## src/rtl/key_scan_pkg.sv

```systemverilog
// Register map, bit positions and event format shared by the key scan controller files.
package key_scan_pkg;
    localparam logic [1:0] REG_DATA   = 2'd0;
    localparam logic [1:0] REG_STATUS = 2'd1;
    localparam logic [1:0] REG_CTRL   = 2'd2;

    localparam int CTRL_EN      = 0;
    localparam int CTRL_IRQ_EN  = 1;
    localparam int CTRL_DIV_LO  = 16;

    localparam int STAT_EMPTY   = 4;
    localparam int STAT_FULL    = 5;
    localparam int STAT_OVF     = 6;
    localparam int STAT_CLR_OVF = 4;
    localparam int STAT_FLUSH   = 5;

    localparam int DATA_VALID   = 31;
    localparam int EVT_W        = 3;

    localparam logic [15:0] DIV_RST_DFLT = 16'd999;

    typedef struct packed {
        logic       press;
        logic [1:0] idx;
    } key_evt_t;
endpackage

```

## src/rtl/key_event_fifo.sv

```systemverilog
// Synchronous event FIFO; a push into a full FIFO is accepted only when a pop frees a slot.
module key_event_fifo
    import key_scan_pkg::*;
#(
    parameter int DEPTH = 8
) (
    input  logic                     HCLK,
    input  logic                     HRESET,
    input  logic                     push,
    input  logic                     pop,
    input  logic                     flush,
    input  logic [EVT_W-1:0]         din,
    output logic [EVT_W-1:0]         head,
    output logic                     full,
    output logic                     empty,
    output logic [$clog2(DEPTH):0]   count
);
    localparam int AW = $clog2(DEPTH);
    localparam logic [AW:0] FULL_CNT = (AW+1)'(DEPTH);

    logic [EVT_W-1:0] mem [DEPTH];
    logic [AW-1:0]    wptr, rptr;
    logic             do_push, do_pop;

    assign full    = count == FULL_CNT;
    assign empty   = count == '0;
    assign do_pop  = pop && !empty;
    assign do_push = push && (!full || do_pop);
    assign head    = mem[rptr];

    // Pointers wrap naturally because DEPTH is a power of two.
    always_ff @(posedge HCLK) begin
        if (HRESET || flush) begin
            wptr  <= '0;
            rptr  <= '0;
            count <= '0;
        end else begin
            if (do_push) wptr <= wptr + 1'b1;
            if (do_pop)  rptr <= rptr + 1'b1;
            count <= count + {{AW{1'b0}}, do_push} - {{AW{1'b0}}, do_pop};
        end
    end

    always_ff @(posedge HCLK) begin
        if (do_push && !flush) mem[wptr] <= din;
    end
endmodule

```

## src/rtl/key_scan_ctrl.sv

```systemverilog
// AHB-Lite key scanner: two-flop sync, prescaled round-robin debounce of four keys,
// and an event FIFO drained through the DATA register.
module key_scan_ctrl
    import key_scan_pkg::*;
#(
    parameter int          DEPTH      = 8,
    parameter int          DB_SAMPLES = 4,
    parameter logic [15:0] DIV_RST    = DIV_RST_DFLT
) (
    input  logic        HCLK,
    input  logic        HRESET,
    input  logic        HSEL,
    input  logic        HREADY,
    input  logic        HWRITE,
    input  logic [1:0]  HTRANS,
    input  logic [31:0] HADDR,
    input  logic [31:0] HWDATA,
    output logic        HREADYOUT,
    output logic [31:0] HRDATA,
    output logic        KEY_IRQ,
    input  logic [3:0]  KEY
);
    localparam int CW = $clog2(DEPTH) + 1;

    logic            dp_vld, dp_wr;
    logic [1:0]      dp_addr;
    logic            rd_acc, wr_acc, pop, flush, ovf_clr;
    logic [3:0]      key_s1, key_s2;
    logic [15:0]     pcnt, div;
    logic            en, irq_en, ovf, tick;
    logic [1:0]      scan_idx;
    logic [3:0]      stable, flip;
    logic [3:0][2:0] dbc;
    logic            push, full, empty;
    key_evt_t        push_evt, head_evt;
    logic [CW-1:0]   count;
    logic [3:0]      count4;
    logic            unused_bus;

    assign unused_bus = ^{HTRANS[0], HADDR[31:4], HADDR[1:0], HWDATA[15:6], HWDATA[3:2]};
    assign HREADYOUT  = 1'b1;

    always_ff @(posedge HCLK) begin
        if (HRESET) begin
            dp_vld  <= 1'b0;
            dp_wr   <= 1'b0;
            dp_addr <= '0;
        end else begin
            dp_vld  <= HSEL && HREADY && HTRANS[1];
            dp_wr   <= HWRITE;
            dp_addr <= HADDR[3:2];
        end
    end

    assign rd_acc  = dp_vld && !dp_wr;
    assign wr_acc  = dp_vld && dp_wr;
    assign pop     = rd_acc && dp_addr == REG_DATA;
    assign flush   = wr_acc && dp_addr == REG_STATUS && HWDATA[STAT_FLUSH];
    assign ovf_clr = wr_acc && dp_addr == REG_STATUS && HWDATA[STAT_CLR_OVF];

    always_ff @(posedge HCLK) begin
        if (HRESET) begin
            en     <= 1'b1;
            irq_en <= 1'b0;
            div    <= DIV_RST;
        end else if (wr_acc && dp_addr == REG_CTRL) begin
            en     <= HWDATA[CTRL_EN];
            irq_en <= HWDATA[CTRL_IRQ_EN];
            div    <= HWDATA[31:CTRL_DIV_LO];
        end
    end

    // >= rather than == so lowering DIV below the running count ticks at once
    // instead of wrapping through 65535.
    assign tick = en && (pcnt >= div);

    always_ff @(posedge HCLK) begin
        if (HRESET) begin
            key_s1   <= '0;
            key_s2   <= '0;
            pcnt     <= '0;
            scan_idx <= '0;
        end else begin
            key_s1 <= KEY;
            key_s2 <= key_s1;
            pcnt   <= (!en || tick) ? 16'd0 : pcnt + 16'd1;
            if (tick) scan_idx <= scan_idx + 2'd1;
        end
    end

    for (genvar k = 0; k < 4; k++) begin : g_db
        logic       hit, stb;
        logic [2:0] cnt;

        assign hit       = tick && scan_idx == 2'(k);
        assign flip[k]   = hit && key_s2[k] != stb && cnt == 3'(DB_SAMPLES - 1);
        assign stable[k] = stb;
        assign dbc[k]    = cnt;

        always_ff @(posedge HCLK) begin
            if (HRESET) begin
                stb <= 1'b0;
                cnt <= '0;
            end else if (hit) begin
                cnt <= (key_s2[k] == stb || flip[k]) ? 3'd0 : cnt + 3'd1;
                if (flip[k]) stb <= ~stb;
            end
        end
    end

    // Only the scanned key can flip, so the event comes from scan_idx.
    assign push           = |flip;
    assign push_evt.press = key_s2[scan_idx];
    assign push_evt.idx   = scan_idx;

    key_event_fifo #(.DEPTH(DEPTH)) u_fifo (
        .HCLK   (HCLK),
        .HRESET (HRESET),
        .push   (push),
        .pop    (pop),
        .flush  (flush),
        .din    (push_evt),
        .head   (head_evt),
        .full   (full),
        .empty  (empty),
        .count  (count)
    );

    always_ff @(posedge HCLK) begin
        if (HRESET) ovf <= 1'b0;
        else        ovf <= (push && !flush && full && !pop) || (ovf && !ovf_clr);
    end

    assign count4  = 4'(count);
    assign KEY_IRQ = irq_en && !empty;

    always_comb begin
        HRDATA = '0;
        if (rd_acc) begin
            case (dp_addr)
                REG_DATA: if (!empty) begin
                    HRDATA[DATA_VALID]  = 1'b1;
                    HRDATA[EVT_W-1:0]   = head_evt;
                end
                REG_STATUS: begin
                    HRDATA[3:0]        = count4;
                    HRDATA[STAT_EMPTY] = empty;
                    HRDATA[STAT_FULL]  = full;
                    HRDATA[STAT_OVF]   = ovf;
                end
                REG_CTRL: begin
                    HRDATA[CTRL_EN]       = en;
                    HRDATA[CTRL_IRQ_EN]   = irq_en;
                    HRDATA[31:CTRL_DIV_LO] = div;
                end
                default: HRDATA = '0;
            endcase
        end
    end
endmodule
```

## config.mk

```make
export PLATFORM = sky130hd
export DESIGN_NAME = key_scan_ctrl
export DESIGN_NICKNAME = d
export VERILOG_FILES = /design/src/rtl/key_scan_pkg.sv /design/src/rtl/key_event_fifo.sv /design/src/rtl/key_scan_ctrl.sv
export SDC_FILE = /design/constraint.sdc
export NUM_CORES = 1
export LEC_CHECK = 0
export CORE_MARGIN = 5
export CORE_UTILIZATION = 35
export DETAILED_ROUTE_END_ITERATION = 7
export DONT_BUFFER_PORTS = 1
export PLACE_DENSITY_LB_ADDON = 0.05
export RECOVER_POWER = 25
export SYNTH_ARGS = -nofsm -noshare
export SYNTH_HDL_FRONTEND = slang
export SYNTH_SLANG_ARGS = --single-unit
```

## constraint.sdc

```tcl
create_clock -name HCLK -period 6.24 [get_ports HCLK]
set_input_delay 1.248 -clock HCLK [delete_from_list [all_inputs] [get_ports HCLK]]
set_output_delay 1.248 -clock HCLK [all_outputs]
set_load 0.05 [all_outputs]
```

## Word-level counts from Yosys, hierarchy flattened

Memories as Yosys holds them, arrays and structs flattened. A register that Yosys moved wholly into a read port is not among the register bits.
Cells that the tools add are included.

- Add/sub/neg operators: 10
- $lt $le $gt $ge: 2
- Equal/unequal tests: 18
- Muxes and demuxes: 18
- Bitwise operators: 4
- Reductions and logical operators: 54

Operators by type and width:

| operator | number |
|---|---|
| $mux 32 | 1 |
| $logic_and 1x1->1 | 30 |
| $mux 3 | 7 |
| $add 3x1->3 const B | 6 |
| $add 16x1->16 const B | 1 |
| $ge 16x16->1 | 1 |
| $mux 15 | 1 |
| $eq 3x2->1 const B | 4 |
| $logic_or 1x1->1 | 8 |
| $reduce_and 2->1 | 4 |
| $logic_not 1->1 | 7 |
| $eq 2x2->1 const B | 3 |
| $pmux 2 s3 | 1 |
| $add 4x1->4 | 1 |
| $eq 1x1->1 | 4 |
| $eq 2x1->1 const B | 2 |
| $eq 4x4->1 const B | 1 |
| $logic_not 2->1 | 2 |
| $logic_not 4->1 | 1 |
| $mux 1 | 4 |
| $mux 4 | 1 |
| $ne 1x1->1 | 4 |
| $not 1->1 | 4 |
| $pmux 1 s2 | 2 |
| other kinds (6) | 6 |

- Register bits: 75
- Memory bits (writable): 24
- Input port bits: 75
- Output and inout bits: 34
- Logic and storage cells: 129
- Memories kept: 1

Memories:

| memory | depth | width | rd ports | clocked after memory_dff | wr ports | line | RTL |
|---|---|---|---|---|---|---|---|
| u_fifo.mem | 8 | 3 | 1 | 1 | 1 | key_event_fifo.sv:21 | `logic [EVT_W-1:0] mem [DEPTH];` |

## Depth between registers and ports, before layout

Gate-level depths: netlist of run 1.

- Depth in word-level cells: 10
- Depth in mapped cells: 12
- Gate-level depth less buffers: 11

## By module

Synthesis of run 1 repeated with hierarchy kept, for this count alone.

- Cells, all modules: 535
- Area, all modules: 5163.7 um^2

By module, submodules not included:

| module | times used | cells an instance | area each (um^2) | seq. area each (um^2) |
|---|---|---|---|---|
| key_scan_ctrl | 1 | 416 | 3542.1 | 1301.2 |
| key_event_fifo | 1 | 119 | 1621.6 | 980.9 |

## Worst setup path after synthesis of run 1

OpenSTA, ideal clock, no wires.

- Path kind: flip-flop to output port
- From: reg u_fifo.count[2]
- To: out HRDATA[0]
- Arrival time: 2.296 ns
- Required time: 4.992 ns
- Slack: 2.696 ns
- Cell stages (with the launch flop): 8
- Buffers on the path: 0
- Cells stage by stage: dfxtp_1 inv_1 ha_1 and2_1 or3_1 nor2_1 a21oi_1 o21ai_0

- Cells in the longest elaborated chain, start to end: 4

Ends and longest elaborated chain:

| item | line | RTL |
|---|---|---|
| from (decl) | key_event_fifo.sv:16 | `output logic [$clog2(DEPTH):0] count` |
| from (signal assigned) | key_event_fifo.sv:40 | `count <= count + {{AW{1'b0}}, do_push} - {{AW{1'b0}}, do_pop};` |
| $logic_not 4->1 | key_event_fifo.sv:26 | `assign empty = count == '0;` |
| $mux 3 | key_scan_ctrl.sv:141 | `REG_DATA: if (!empty) begin` |
| $pmux 2 s3 | key_scan_ctrl.sv:140 | `case (dp_addr)` |
| $mux 32 | key_scan_ctrl.sv:139 | `if (rd_acc) begin` |
| to (decl) | key_scan_ctrl.sv:19 | `output logic [31:0] HRDATA,` |

Every way passes these cells.

## Final worst setup path of run 1

- From: reg dp_addr[0]
- To: out HRDATA[0]

- Cells in the longest elaborated chain, start to end: 3
- Elaborated cells between the ends (all ways): 5
- Those cells by class: eq/ne: 2; mux: 2; reduce/logical: 1

Ends and longest elaborated chain:

| item | line | RTL |
|---|---|---|
| from (decl) | key_scan_ctrl.sv:26 | `logic [1:0] dp_addr;` |
| from (signal assigned) | key_scan_ctrl.sv:51 | `dp_addr <= HADDR[3:2];` |
| $eq 2x2->1 (tied with other cells) | key_scan_ctrl.sv:140 |  |
| $pmux 2 s3 (*) | key_scan_ctrl.sv:140 |  |
| $mux 32 (*) | key_scan_ctrl.sv:139 |  |

Every way passes the cells marked *; elsewhere a longest branch is shown, timed or not.

==> Flow_metrics.wiki, run 1 <==
{| class="wikitable"
! Metric !! Value
|-
| Synthesized instance count || 512
|-
| Fin nets || 624
|-
| Core region area || 13,900 µm²
|-
| Total CTS buffers || 9
|-
| Crit path to || HRDATA[0]
|-
| Detailed router's first-iteration violation count || 126
|-
| Number of nets still failing antenna checks after routing || 0
|-
| Antenna violations before repair || 0
|-
| CTS resizes || 0
|-
| Share of the core filled with cells || 39.3%
|-
| Via/cell ratio || 5.02
|-
| Min Hold Slack || 0.438 ns
|-
| Hold Fails Final Rpt || 0
|-
| Max-capacitance violation count || 0
|-
| Maximum cell stage delay along the critical path || 0.60 ns
|-
| Maximum clock insertion buffer count || 2
|-
| Top-level port count || 109
|-
| Clk Latency, worst-skew pair || 0.35 ns
|-
| Maximum number of pins on one net before global-route repair || 45
|-
| Timing startpoint of the critical path || dp_addr[0]$_SDFF_PP0_
|-
| Weighted congestion reported at the end of routability-driven placement || 0.754
|-
| Cells on Worst Hold Path || 1
|-
| Cell area power density || 237 nW/µm²
|-
| Root Buffer || sky130_fd_sc_hd__clkbuf_16
|-
| Maximum resistive drop on vdd || 0.109 mV
|-
| Worst Max-Slew Pin Slew || 1.13 ns
|-
| Commonest non-fill, non-tap cells in the layout || sky130_fd_sc_hd__dfxtp_1 (78), sky130_fd_sc_hd__nand2_1 (56), sky130_fd_sc_hd__nor2_1 (56)
|-
| Iteration count of the initial detailed-routing pass || 4
|-
| Most used flip-flop cell after synthesis || sky130_fd_sc_hd__dfxtp_1
|-
| Setup repair after global routing missed its margin || false
|-
| Clock tree from TritonCTS || built
|-
| Final Max Tran Viols || 0
|-
| Diode insertion count for antenna repair || 0
|-
| Placed wire-length estimate || 8.55 mm
|-
| Number of global-route vias before repair || 3,508
|-
| Endpoint of the most critical register-to-register path || u_fifo.mem[0][1]$_DFFE_PP_
|-
| Final setup TNS || 0 ns
|-
| Proportion of netlist area held by the largest area contributor || 31.3%
|-
| Proportion of synthesized chip area in sequential cells || 45.8%
|-
| Number of flops mapped to enable cells by yosys || 24
|-
| Hold Crit Class || register to register
|-
| Synth Warn # || 0
|-
| Post-CTS Setup Inserts || 0
|-
| Total Routing Usage GR || 14.2%
|-
| Crit path cell chain || nand2b_1, nor2_1, nand2_1, o21ai_1
|-
| Worst-path clk slew || 0.07 ns
|-
| Crit path arrival time || 2.55 ns
|-
| Initial Utilization || 35.8%
|-
| Chip width || 129 µm
|-
| Port buffer count || 0
|-
| Share of layout cells above drive strength 1 || 9.50%
|-
| Most area-hungry cell type in the Yosys netlist || sky130_fd_sc_hd__dfxtp_1
|-
| Total via count in the routed design || 3,497
|-
| Type of the setup path with the least slack || register to output port
|-
| Reg-to-Reg Start || div[13]$_SDFFE_PP0P_
|-
| Final critical-path setup slack || 2.45 ns
|-
| Cell with the largest stage delay on the worst path || sky130_fd_sc_hd__nand2b_1
|-
| DRC violations left || 0
|-
| Final setup violation count || 0
|-
| Most common cell after layout, fill and taps aside || sky130_fd_sc_hd__dfxtp_1
|-
| Number of distinct library cells after synthesis || 54
|-
| Grt total ovfl || 0
|-
| Global-route wire length before repair || 18.4 mm
|-
| Wire per inst || 16.5 µm
|-
| Syn Std Cell Area || 4990 µm²
|-
| Ratio of final minimum period to clock period || 60.8%
|-
| Worst Reg-to-Reg Cells || 8
|-
| Synth async-reset ratio || 0%
|-
| Required time of the critical path || 4.99 ns
|-
| Signed area change from the synthesized netlist to the final layout || 9.89%
|-
| Sinks on the clock net || 102
|-
| Ranking of synthesized cells by area || sky130_fd_sc_hd__dfxtp_1 (31%), sky130_fd_sc_hd__edfxtp_1 (14%), sky130_fd_sc_hd__ha_1 (9.3%)
|-
| Top fanout value on the critical path || 17
|-
| Floorplan die height || 129 µm
|-
| Syn_area_per_cell || 9.74 µm²
|-
| Static leakage || 2.02 nW
|-
| Hold-fix buffer count after cts || 0
|-
| Number of storage elements in the synthesis netlist || 102
|-
| Worst setup EP type || output port
|-
| Rows || 43
|-
| Max transition margin || 24.4%
|-
| Routed wire length || 11.5 mm
|-
| Minimum setup slack after placement || 2.80 ns
|-
| Number of H-tree levels || 3
|-
| Setup slack of the worst register-to-register path || 2.90 ns
|-
| Startpoint Class || register
|-
| Highest clock frequency the design can meet || 0.264 GHz
|-
| Result of the run || completed
|-
| Worst Skew || 0.00927 ns
|-
| Die Outline Area || 16,700 µm²
|-
| Min cycle time layout || 3.79 ns
|}
[area by class of cell]
cell class	instances	area (µm²)
Multi-Input combinational cell	354	2470
Timing Repair Buffer	10	71.3
Clock inverter	5	58.8
Fill cell	1387	8460
Clock buffer	11	243
Sequential cell	102	2280
Tap cell	180	225
Inverter	34	128
[report_power, final]
group          switching, mW  internal, mW  total [mW]
Clock                  0.249         0.322       0.572
Sequential           0.00595         0.678       0.684
Combinational         0.0312       0.00909      0.0403
[critical path, delay by kind of cell, from the launching register on]
| family | cells | cell delay, ns |
|---|---|---|
| DFF | 1 | 0.44 |
| AOI/OAI and AO/OA | 1 | 0.55 |
| and+or+nand+nor | 3 | 1.21 |
[flip-flops by register name (all words and copies together) (netlist names), 2 cells and up, named ones only]
signal,cells
div,16
dp_addr,2
g_db.cnt,12
g_db.stb,4
key_s1,4
key_s2,4
pcnt,16
scan_idx,2
u_fifo.count,4
u_fifo.mem,24
u_fifo.rptr,3
u_fifo.wptr,3
[synthesized netlist by cell type, types with 2 or more instances]
cell,n
sky130_fd_sc_hd__a311oi_1,3
sky130_fd_sc_hd__nand2_1,56
sky130_fd_sc_hd__a32o_1,4
sky130_fd_sc_hd__nor3_1,21
sky130_fd_sc_hd__buf_4,13
sky130_fd_sc_hd__inv_1,33
sky130_fd_sc_hd__and2_1,5
sky130_fd_sc_hd__and4_1,3
sky130_fd_sc_hd__or2_2,3
sky130_fd_sc_hd__o211ai_1,10
sky130_fd_sc_hd__xor2_1,10
sky130_fd_sc_hd__mux4_2,7
sky130_fd_sc_hd__nor2b_1,12
sky130_fd_sc_hd__edfxtp_1,24
sky130_fd_sc_hd__a21oi_1,22
sky130_fd_sc_hd__o22ai_1,3
sky130_fd_sc_hd__dfxtp_1,78
sky130_fd_sc_hd__o31ai_1,2
sky130_fd_sc_hd__nand2b_1,5
sky130_fd_sc_hd__and3_1,9
sky130_fd_sc_hd__nand4_1,4
sky130_fd_sc_hd__xnor2_1,14
sky130_fd_sc_hd__clkbuf_1,16
sky130_fd_sc_hd__o32ai_1,2
sky130_fd_sc_hd__o21ai_0,4
sky130_fd_sc_hd__nand3_1,10
sky130_fd_sc_hd__a21o_1,2
sky130_fd_sc_hd__nor2_1,57
sky130_fd_sc_hd__a211o_1,3
sky130_fd_sc_hd__ha_1,37
sky130_fd_sc_hd__or3_1,5
sky130_fd_sc_hd__conb_1,2
sky130_fd_sc_hd__mux2i_1,12
[cell families after synthesis]
family / after synthesis / synth area share (%)
XOR/XNOR: 24 / 4.22
other: 2 / 0.151
multiplexers: 19 / 5.57
adder cells (fa/ha/maj): 38 / 9.69
flip-flops: 102 / 45.8
buffers and inverters: 64 / 5.82
AND/OR/NAND/NOR: 195 / 18.5
AO/OA/AOI/OAI: 68 / 10.3
[worst min-delay path by stage]
stage | start | endpoint | slack [ns]
floorplan | key_s1[0]$_SDFF_PP0_ | key_s2[0]$_SDFF_PP0_ | 0.41
global placement | key_s1[3]$_SDFF_PP0_ | key_s2[3]$_SDFF_PP0_ | 0.42
detailed placement | key_s1[3]$_SDFF_PP0_ | key_s2[3]$_SDFF_PP0_ | 0.43
CTS | key_s1[3]$_SDFF_PP0_ | key_s2[3]$_SDFF_PP0_ | 0.44
global route | key_s1[0]$_SDFF_PP0_ | key_s2[0]$_SDFF_PP0_ | 0.46
finish | key_s1[3]$_SDFF_PP0_ | key_s2[3]$_SDFF_PP0_ | 0.44
[metal layers]
layer  global-route usage [%]  wire [µm]
met1                     18.7       5360
met2                     22.0       5090
met3                     3.38        669
met4                     7.10        361
met5                        0          0
[through the flow]
stage	instance area (µm²)	total power [mW]	instances
after floorplan	5020	0.739	520
after global placement	5180	0.739	680
after detailed placement	5180	0.740	680
after CTS	5480	1.32	696
after global routing	5480	1.34	696
final	5480	1.30	696
No activity file was read; power rests on OpenSTA's default activity.
==> run 2: changes to the inputs <==
==> constraint.sdc (replaced) <==
create_clock -name HCLK -period 3.58 [get_ports HCLK]
set_input_delay 0.716 -clock HCLK [delete_from_list [all_inputs] [get_ports HCLK]]
set_output_delay 0.716 -clock HCLK [all_outputs]
set_load 0.05 [all_outputs]
==> run 2 against run 1 <==
First-iteration DRC count is 21% lower. Global-route usage about the same. Cell area grew 1.2%. Hold slack got worse by 0.010 ns. Final cell count increased by 1.9%. Clock skew rose by 0.0022 ns.
==> Flow_metrics.wiki, run 2 (synthesis results as in run 1) <==
{| class="wikitable"
! Metric !! Value
|-
| Number of nets still failing antenna checks after routing || 0 (unchanged)
|-
| Total via count in the routed design || 3,496 (-0.029%)
|-
| Worst Max-Slew Pin Slew || 1.02 ns (-0.114 ns)
|-
| Top-level port count || 109 (unchanged)
|-
| Cell area power density || 390 nW/µm² (+65%)
|-
| Signed area change from the synthesized netlist to the final layout || 11.2%
|-
| Number of flip-flops in the largest register || 24 (unchanged)
|-
| Routed wire length || 11.3 mm (-1.2%)
|-
| Result of the run || completed
|-
| Iteration count of the initial detailed-routing pass || 4 (unchanged)
|-
| Total Routing Usage GR || 14.2% (-0.042 points)
|-
| Chip width || 129 µm (unchanged)
|-
| Share of layout cells above drive strength 1 || 11.7% (+2.2 points)
|-
| DRC violations left || 0 (unchanged)
|-
| Worst Skew || 0.0114 ns (+0.00217 ns)
|-
| Post-CTS Setup Inserts || 0 (unchanged)
|-
| Crit path arrival time || 3.29 ns (+0.74 ns)
|-
| Core region area || 13,900 µm² (unchanged)
|-
| Clk Latency, worst-skew pair || 0.35 ns (about the same)
|-
| Maximum resistive drop on vdd || 0.184 mV (+69%)
|-
| Hold Crit Class || input pin to register
|-
| Startpoint Class || register
|-
| Floorplan die height || 129 µm (unchanged)
|-
| Required time of the critical path || 3.80 ns (-1.19 ns)
|-
| Sinks on the clock net || 102 (unchanged)
|-
| Maximum number of pins on one net before global-route repair || 45 (unchanged)
|-
| Register with the most flip-flops || u_fifo.mem
|-
| Final Max Tran Viols || 0 (unchanged)
|-
| Clock tree from TritonCTS || built
|-
| Die Outline Area || 16,700 µm² (unchanged)
|-
| Biggest regs || u_fifo.mem: 24 flops, div: 16 flops, pcnt: 16 flops
|-
| Highest clock frequency the design can meet || 0.326 GHz
|-
| Diode insertion count for antenna repair || 0 (unchanged)
|-
| Number of H-tree levels || 3 (unchanged)
|-
| Maximum clock insertion buffer count || 2 (unchanged)
|-
| Port buffer count || 0 (unchanged)
|-
| Max transition margin || 31.9% (+7.5 points)
|-
| Min cycle time layout || 3.07 ns
|-
| CTS resizes || 0 (unchanged)
|-
| Fin nets || 637 (+2.1%)
|-
| Total power || 2.16 mW (+67%)
|-
| Worst-path clk slew || 0.07 ns (about the same)
|-
| Weighted congestion reported at the end of routability-driven placement || 0.774 (+2.6%)
|-
| Total CTS buffers || 9 (unchanged)
|-
| Antenna violations before repair || 0 (unchanged)
|-
| Static leakage || 2.07 nW (+2.3%)
|-
| Commonest non-fill, non-tap cells in the layout || sky130_fd_sc_hd__dfxtp_1 (78), sky130_fd_sc_hd__nand2_1 (56), sky130_fd_sc_hd__nor2_1 (56)
|-
| Number of global-route vias before repair || 3,458 (-1.4%)
|-
| Root Buffer || sky130_fd_sc_hd__clkbuf_16
|-
| Final setup violation count || 0 (unchanged)
|-
| Type of the setup path with the least slack || register to register
|-
| Most common cell after layout, fill and taps aside || sky130_fd_sc_hd__dfxtp_1
|-
| Grt total ovfl || 0 (unchanged)
|-
| Hold-fix buffer count after cts || 0 (unchanged)
|-
| Placed wire-length estimate || 8.67 mm (+1.4%)
|-
| Max-capacitance violation count || 0 (unchanged)
|-
| Via/cell ratio || 4.93 (-1.9%)
|-
| Wire per inst || 16.0 µm (-3.0%)
|-
| Detailed router's first-iteration violation count || 99 (-21%)
|-
| Worst setup EP type || register
|-
| Global-route wire length before repair || 18.2 mm (-0.97%)
|-
| Setup repair after global routing missed its margin || false
|-
| Rows || 43 (unchanged)
|-
| Hold Fails Final Rpt || 0 (unchanged)
|-
| Final setup TNS || 0 ns (unchanged)
|-
| Ratio of final minimum period to clock period || 85.6%
|-
| Top fanout value on the critical path || 6 (-11)
|-
| Initial Utilization || 35.8% (unchanged)
|}
==> run 2: layer usage <==
layer	vias to the layer above	part of all wire [%]	GRT usage, %	wire length (µm)
li1	1780	-	-	-
met1	1638	49	19.5	5520
met2	65	45	22.0	5060
met3	13	5.1	3.05	578
met4	0	1.6	5.37	181
met5	-	0	0	0
==> run 2: per-stage QoR <==
stage	area (µm²)	setup slack (ns)	hold slack, ns	utilization, %	cells
after floorplan	5020	0.568	0.414	-	520
after global placement	5280	0.529	0.424	37.9	693
after detailed placement	5280	0.478	0.427	37.9	693
after CTS	5550	0.468	0.415	39.8	709
after global routing	5540	0.304	0.421	39.8	709
final	5540	0.515	0.428	39.8	709
==> run 2: layout make-up <==
cell class	instances	area [µm²]
flip-flops and latches	102	2280
multi-input cells	354	2470
repair buffers	23	169
inverters	34	128
clock inverters	6	38.8
fillers	1412	8390
clock buffers	10	229
well taps	180	225
==> run 2: where the power goes <==
| group | internal, mW | switching [mW] | total, mW | leakage [nW] |
|---|---|---|---|---|
| Combinational | 0.0175 | 0.0558 | 0.0732 | 1.09 |
| Clock | 0.467 | 0.428 | 0.895 | 0.117 |
| Sequential | 1.18 | 0.00896 | 1.19 | 0.855 |
| Total | 1.67 | 0.493 | 2.16 | 2.07 |
==> run 2: worst max-delay path, cell delays in order, from the launching register on <==
cell                       delay (ns)
sky130_fd_sc_hd__dfxtp_1         0.33
sky130_fd_sc_hd__inv_1           0.08
sky130_fd_sc_hd__ha_1            0.29
sky130_fd_sc_hd__and4_1          0.26
sky130_fd_sc_hd__nand4_1         0.11
sky130_fd_sc_hd__or3_1           0.52
sky130_fd_sc_hd__a311oi_4        0.49
sky130_fd_sc_hd__ha_1            0.25
sky130_fd_sc_hd__inv_1           0.06
sky130_fd_sc_hd__fa_1            0.37
sky130_fd_sc_hd__xor2_1          0.13
sky130_fd_sc_hd__nor2_1          0.05
==> run 2: worst paths after layout <==
check        depth (start not counted)                         end            startpoint  slack [ns]
max reg2reg                         11  u_fifo.count[2]$_SDFF_PP0_  div[13]$_SDFFE_PP0P_        0.51
min                                  1       dp_addr[0]$_SDFF_PP0_                HRESET        0.43
min reg2reg                          1        key_s2[1]$_SDFF_PP0_  key_s1[1]$_SDFF_PP0_        0.44
max                                 11  u_fifo.count[2]$_SDFF_PP0_  div[13]$_SDFFE_PP0P_        0.51
